$ cat config.mk
export PLATFORM = sky130hd
export DESIGN_NAME = sram_port0_arbiter
export DESIGN_NICKNAME = d
export VERILOG_FILES = /design/src/rtl/sram_port0_arbiter.sv
export SDC_FILE = /design/constraint.sdc
export NUM_CORES = 1
export LEC_CHECK = 0
export BUFFER_PORTS_ARGS = -buffer_cell sky130_fd_sc_hd__buf_4
export CAP_MARGIN = 20
export CORE_MARGIN = 2
export CORE_UTILIZATION = 40
export CTS_CLUSTER_SIZE = 10
export DETAILED_ROUTE_END_ITERATION = 6
export PLACE_DENSITY = 0.74
export SYNTH_ARGS = -nofsm -noshare
export SYNTH_HDL_FRONTEND = slang
export SYNTH_SLANG_ARGS = --single-unit
$ cat constraint.sdc
create_clock -name wb_clk_i -period 3.13 [get_ports wb_clk_i]
set_clock_uncertainty 0.2 [all_clocks]
set_input_delay 0.626 -clock wb_clk_i [delete_from_list [all_inputs] [get_ports wb_clk_i]]
set_output_delay 0.626 -clock wb_clk_i [all_outputs]
set_load 0.02 [all_outputs]
$ cat src/rtl/sram_port0_arbiter.sv
// Round-robin arbiter sharing SRAM port 0 between the Wishbone slave and a core requester.
// One access in flight at a time; all SRAM command and response outputs are registered.
module sram_port0_arbiter #(
    parameter int unsigned ADDR_W   = 9,
    parameter int unsigned DATA_W   = 32,
    parameter int unsigned READ_LAT = 1
) (
    input  logic              wb_clk_i,
    input  logic              wb_rst_i,
    input  logic              wbs_cyc_i,
    input  logic              wbs_stb_i,
    input  logic              wbs_we_i,
    input  logic [3:0]        wbs_sel_i,
    input  logic [31:0]       wbs_adr_i,
    input  logic [DATA_W-1:0] wbs_dat_i,
    output logic              wbs_ack_o,
    output logic [DATA_W-1:0] wbs_dat_o,
    input  logic              c_req_i,
    input  logic              c_we_i,
    input  logic [3:0]        c_wmask_i,
    input  logic [ADDR_W-1:0] c_addr_i,
    input  logic [DATA_W-1:0] c_wdata_i,
    output logic              c_gnt_o,
    output logic              c_rvalid_o,
    output logic [DATA_W-1:0] c_rdata_o,
    output logic              o_csb0,
    output logic              o_web0,
    output logic [3:0]        o_wmask0,
    output logic [ADDR_W-1:0] o_waddr0,
    output logic [DATA_W-1:0] o_din0,
    input  logic [DATA_W-1:0] i_dout0
);

    localparam int unsigned CNT_W = (READ_LAT > 1) ? $clog2(READ_LAT) : 1;

    localparam logic [1:0] S_IDLE = 2'd0;
    localparam logic [1:0] S_CMD  = 2'd1;
    localparam logic [1:0] S_WAIT = 2'd2;
    localparam logic [1:0] S_DONE = 2'd3;

    localparam logic OWN_WB   = 1'b0;
    localparam logic OWN_CORE = 1'b1;

    logic [1:0]       r_state;
    logic             r_owner;
    logic             r_last_owner;
    logic             r_we;
    logic             r_wb_abort;
    logic [CNT_W-1:0] r_wait_cnt;

    logic [1:0]        w_state_nxt;
    logic              w_owner_nxt;
    logic              w_last_nxt;
    logic              w_we_nxt;
    logic              w_abort_nxt;
    logic [CNT_W-1:0]  w_cnt_nxt;
    logic              w_csb_nxt;
    logic              w_web_nxt;
    logic [3:0]        w_wmask_nxt;
    logic [ADDR_W-1:0] w_waddr_nxt;
    logic [DATA_W-1:0] w_din_nxt;
    logic              w_ack_nxt;
    logic [DATA_W-1:0] w_wbdat_nxt;
    logic              w_gnt_nxt;
    logic              w_rvalid_nxt;
    logic [DATA_W-1:0] w_crdata_nxt;

    logic w_wb_req;
    logic w_grant_core;
    logic w_abort_cur;
    logic w_unused;

    assign w_wb_req     = wbs_cyc_i & wbs_stb_i;
    // On a tie the requester that did not own the previous access wins.
    assign w_grant_core = c_req_i & (~w_wb_req | (r_last_owner == OWN_WB));
    // A Wishbone master that drops cyc mid-access forfeits its ack.
    assign w_abort_cur  = r_wb_abort | ((r_owner == OWN_WB) & ~wbs_cyc_i);
    assign w_unused     = ^{wbs_adr_i[31:ADDR_W+2], wbs_adr_i[1:0]};

    // State and registered-output update.
    always_ff @(posedge wb_clk_i) begin
        if (wb_rst_i) begin
            r_state      <= S_IDLE;
            r_owner      <= OWN_WB;
            r_last_owner <= OWN_CORE;
            r_we         <= 1'b0;
            r_wb_abort   <= 1'b0;
            r_wait_cnt   <= '0;
            o_csb0       <= 1'b1;
            o_web0       <= 1'b1;
            o_wmask0     <= '0;
            o_waddr0     <= '0;
            o_din0       <= '0;
            wbs_ack_o    <= 1'b0;
            wbs_dat_o    <= '0;
            c_gnt_o      <= 1'b0;
            c_rvalid_o   <= 1'b0;
            c_rdata_o    <= '0;
        end else begin
            r_state      <= w_state_nxt;
            r_owner      <= w_owner_nxt;
            r_last_owner <= w_last_nxt;
            r_we         <= w_we_nxt;
            r_wb_abort   <= w_abort_nxt;
            r_wait_cnt   <= w_cnt_nxt;
            o_csb0       <= w_csb_nxt;
            o_web0       <= w_web_nxt;
            o_wmask0     <= w_wmask_nxt;
            o_waddr0     <= w_waddr_nxt;
            o_din0       <= w_din_nxt;
            wbs_ack_o    <= w_ack_nxt;
            wbs_dat_o    <= w_wbdat_nxt;
            c_gnt_o      <= w_gnt_nxt;
            c_rvalid_o   <= w_rvalid_nxt;
            c_rdata_o    <= w_crdata_nxt;
        end
    end

    // Next-state and next-output logic.
    always_comb begin
        w_state_nxt  = r_state;
        w_owner_nxt  = r_owner;
        w_last_nxt   = r_last_owner;
        w_we_nxt     = r_we;
        w_abort_nxt  = r_wb_abort;
        w_cnt_nxt    = r_wait_cnt;
        w_csb_nxt    = 1'b1;
        w_web_nxt    = 1'b1;
        w_wmask_nxt  = o_wmask0;
        w_waddr_nxt  = o_waddr0;
        w_din_nxt    = o_din0;
        w_ack_nxt    = 1'b0;
        w_wbdat_nxt  = wbs_dat_o;
        w_gnt_nxt    = 1'b0;
        w_rvalid_nxt = 1'b0;
        w_crdata_nxt = c_rdata_o;

        case (r_state)
            S_IDLE: begin
                if (w_wb_req | c_req_i) begin
                    w_state_nxt = S_CMD;
                    w_abort_nxt = 1'b0;
                    w_csb_nxt   = 1'b0;
                    if (w_grant_core) begin
                        w_owner_nxt = OWN_CORE;
                        w_last_nxt  = OWN_CORE;
                        w_we_nxt    = c_we_i;
                        w_web_nxt   = ~c_we_i;
                        w_wmask_nxt = c_we_i ? c_wmask_i : 4'b0000;
                        w_waddr_nxt = c_addr_i;
                        w_din_nxt   = c_wdata_i;
                        w_gnt_nxt   = 1'b1;
                    end else begin
                        w_owner_nxt = OWN_WB;
                        w_last_nxt  = OWN_WB;
                        w_we_nxt    = wbs_we_i;
                        w_web_nxt   = ~wbs_we_i;
                        w_wmask_nxt = wbs_we_i ? wbs_sel_i : 4'b0000;
                        w_waddr_nxt = wbs_adr_i[ADDR_W+1:2];
                        w_din_nxt   = wbs_dat_i;
                    end
                end
            end
            S_CMD: begin
                w_abort_nxt = w_abort_cur;
                if (r_we) begin
                    w_state_nxt = S_DONE;
                    w_ack_nxt   = (r_owner == OWN_WB) & ~w_abort_cur;
                end else begin
                    w_state_nxt = S_WAIT;
                    w_cnt_nxt   = CNT_W'(READ_LAT - 1);
                end
            end
            S_WAIT: begin
                w_abort_nxt = w_abort_cur;
                if (r_wait_cnt == '0) begin
                    w_state_nxt = S_DONE;
                    if (r_owner == OWN_WB) begin
                        w_wbdat_nxt = i_dout0;
                        w_ack_nxt   = ~w_abort_cur;
                    end else begin
                        w_crdata_nxt = i_dout0;
                        w_rvalid_nxt = 1'b1;
                    end
                end else begin
                    w_cnt_nxt = r_wait_cnt - CNT_W'(1);
                end
            end
            default: begin
                w_state_nxt = S_IDLE;
            end
        endcase
    end

endmodule

==> flow_metrics.env <==
export IMPL_first_global_vias=5269
export IMPL_cts_tree="done"
export IMPL_clockBufferDepth=2
export IMPL_ys_ff_latch=120
export IMPL_path_class="flip-flop to flip-flop"
export IMPL_r2r_start="r_state[0]$_SDFFE_PP0P_"
export IMPL_syn_cell_area_sq_um=5200
export IMPL_syn2layout_area_growth_pct=47.7
export IMPL_grt_pass1_wl_um=26300
export IMPL_hp_start="c_rdata_o[28]$_SDFFE_PP0P_"
export IMPL_power_density_nw_per_um2=867
export IMPL_die_y_um=118
export IMPL_cts_root_buf="clkbuf_16"
export IMPL_ant_nets=0
export IMPL_synth_most_common_cell="nand2_1"
export IMPL_synth_xor_area_share_pct=0
export IMPL_drtPass1Iterations=5
export IMPL_synth_top_area_cell="dfxtp_1"
export IMPL_clkSinkCount=120
export IMPL_start_kind="flip-flop"
export IMPL_worstHoldPathType="flip-flop to flip-flop"
export IMPL_path_clk_slew_ns=0.05
export IMPL_netlist_area_leader_share_pct=46.2
export IMPL_ys_types=35
export IMPL_drt_iter0_drc=403
export IMPL_ir_worst_vdd_v=0.000406
export IMPL_cp_max_fo=36
export IMPL_rsz0062_at_grt="no"
export IMPL_ys_seq_area_share_pct=46.2
export IMPL_fin_crit_ns=2.12
export IMPL_cts_buffers=17
export IMPL_cts_setup_buffers=0
export IMPL_fin_tns_setup_ns=0
export IMPL_diodes=0
export IMPL_place_detailed_hpwl_um=11200
export IMPL_wl_per_cell_um=16.2
export IMPL_reg2reg_to="o_din0[4]$_SDFFE_PP0P_"
export IMPL_wl_um=16200
export IMPL_synth_fa_ha_area_share_pct=0.962
export IMPL_cp_buffers_inverters=3
export IMPL_antenna_found_initial=0
export IMPL_relSlewSlack_pct=52.2
export IMPL_synth_edf_count=0
export IMPL_netlist_instances=601
export IMPL_die_w_um=118
export IMPL_synth_area_leaders="dfxtp_1 (46%), a311oi_2 (11%), a21oi_1 (11%)"
export IMPL_synth_mux_area_share_pct=0
export IMPL_dp_cells=969
export IMPL_grt_total_usage_pct=23.3
export IMPL_clock_latency_ns=0.41
export IMPL_drc=0
export IMPL_async_reset_ff_share_pct=0
export IMPL_ys_top_cells_by_count="nand2_1 (129), dfxtp_1 (120), a21oi_1 (115), nand3_1 (47)"
export IMPL_slowest_delay_ns=0.53
export IMPL_finalCritPeriodShare_pct=67.7
export IMPL_min_to="c_rdata_o[28]$_SDFFE_PP0P_"
export IMPL_syn_avg_cell_area_sq_um=8.66
export IMPL_ff2ff_path_depth=6
export IMPL_synth_top_family_by_area="compound AO/OA/AOI/OAI gates"
export IMPL_synth_compound_area_share_pct=29.7
export IMPL_row_count=41
export IMPL_start_util_pct=41.1
export IMPL_setup_viol=0
export IMPL_crit_chain="inv_1 -> ha_2 -> inv_1 -> nor2_4 -> buf_12 -> a311oi_2"
export IMPL_hold_ws_ns=0.253
export IMPL_cp_required_ns=3.20
export IMPL_cap_violations=0
export IMPL_dr_total_vias=5363
export IMPL_coreArea_sq_um=12700
export IMPL_postCtsHoldBufs=0
export IMPL_whs_path_depth=2
export IMPL_cp_depth=6
export IMPL_finalPower_uw=6660
export IMPL_finalHoldViolCount=0
export IMPL_tightest_slew_ns=0.716
export IMPL_port_buffers=242
export IMPL_drive_above_1_share_pct=40.5
export IMPL_status="finished clean"
export IMPL_synthSimpleGateAreaFrac_pct=15.6
export IMPL_endpoint_kind="flip-flop"
export IMPL_ctsResizeCount=0
export IMPL_slowest_stage="ha_2"
export IMPL_h_tree_depth=4
export IMPL_syn_num_nets=757
export IMPL_yosysWarnings=0
export IMPL_leakagePower_uw=0.00313
export IMPL_worstPathArrival_ns=2.19
export IMPL_dominantRegCellSynth="dfxtp_1"
export IMPL_reg2reg_slack_ns=1.01
export IMPL_gp_congestion=0.822
export IMPL_grt_max_degree=59
export IMPL_via_per_inst=5.36
export IMPL_n_fill_cell=1104
export IMPL_dieArea_sq_um=13900
export IMPL_fmax_mhz=472
export IMPL_fin_cells=1001
export IMPL_grt_overflow=0
export IMPL_ios=266
export IMPL_crit_family="buffers and inverters"
export IMPL_path_common_cell="inv_1"
export IMPL_slew_violations=0
export IMPL_nets=972
[cell type report]
type / count / area (sq um) / area share (%)
tap: 172 / 215 / 2.80
timing repair buffer: 258 / 1960 / 25.5
clock buffer: 19 / 443 / 5.76
inverter: 5 / 18.8 / 0.244
sequential: 120 / 2400 / 31.3
multi-input combinational: 414 / 2420 / 31.5
clock inverter: 13 / 224 / 2.91
[cells in the final DEF, fill, tap and decap left out, types with 5 or more instances in the layout]
cell type    n
o21ai_1     39
a21oi_1    115
dfxtp_1    120
nand2_1    129
nand3_1     46
clkbuf_16   17
buf_4      256
a311oi_1     7
a311oi_2    39
o21ai_0      5
bufinv_16    6
[worst register-to-register path: cells and delay by family (launching register included)]
family	cells	cell delay (ns)
flip-flops	1	0.34
adder cells (fa/ha/maj)	1	0.53
buffers and inverters	3	0.58
AND/OR/NAND/NOR	1	0.19
AO/OA/AOI/OAI	1	0.15
[cell families after synthesis]
kind of cell / count (synthesis)
adders and majority gates: 4
AOI/OAI and AO/OA: 218
and+or+nand+nor: 192
buffers and inverters: 67
DFF: 120
[flip-flops by register name, indices dropped and copies added, names as in the netlist, 2 cells and up]
| register | flops |
|---|---|
| o_waddr0 | 9 |
| r_state | 2 |
| c_rdata_o | 32 |
| wbs_dat_o | 32 |
| o_wmask0 | 4 |
| o_din0 | 32 |
[through the flow]
stage / cell area (sq um) / setup slack (ns) / util [%]
2_1_floorplan: 5200 / 1.35 / -
4_1_cts: 7690 / 0.994 / 60.7
6_report: 7690 / 1.01 / 60.7
5_1_grt: 7690 / 0.838 / 60.7
3_5_place_dp: 7020 / 0.751 / 55.4
3_3_place_gp: 7020 / 0.793 / 55.4
[power breakdown]
part	leakage [uW]	internal (uW)	total (uW)	switching, uW
sequential	0.000981	1870	2070	199
clock	0.000323	1510	2190	679
combinational	0.00183	987	2410	1420
total	0.00313	4360	6660	2300
[worst max path at each step]
stage | from | end | slack [ns]
after floorplan | c_req_i | o_din0[20]$_SDFFE_PP0P_ | 1.35
after global placement | wbs_cyc_i | o_waddr0[8]$_SDFFE_PP0P_ | 0.79
after detailed placement | wbs_cyc_i | o_din0[8]$_SDFFE_PP0P_ | 0.75
final | r_state[0]$_SDFFE_PP0P_ | o_din0[4]$_SDFFE_PP0P_ | 1.01
after CTS | r_state[0]$_SDFFE_PP0P_ | o_din0[4]$_SDFFE_PP0P_ | 0.99
after global routing | r_state[0]$_SDFFE_PP0P_ | o_din0[4]$_SDFFE_PP0P_ | 0.84
[per-layer routing]
metal  up-vias  wire, um  track usage [%]
met2       248      8190             39.9
met5         -         0                0
met1      2513      6440             27.2
li1       2580         -                -
met4         0       244             8.36
met3        22      1340             7.51
(Power assumes the default switching activity.)
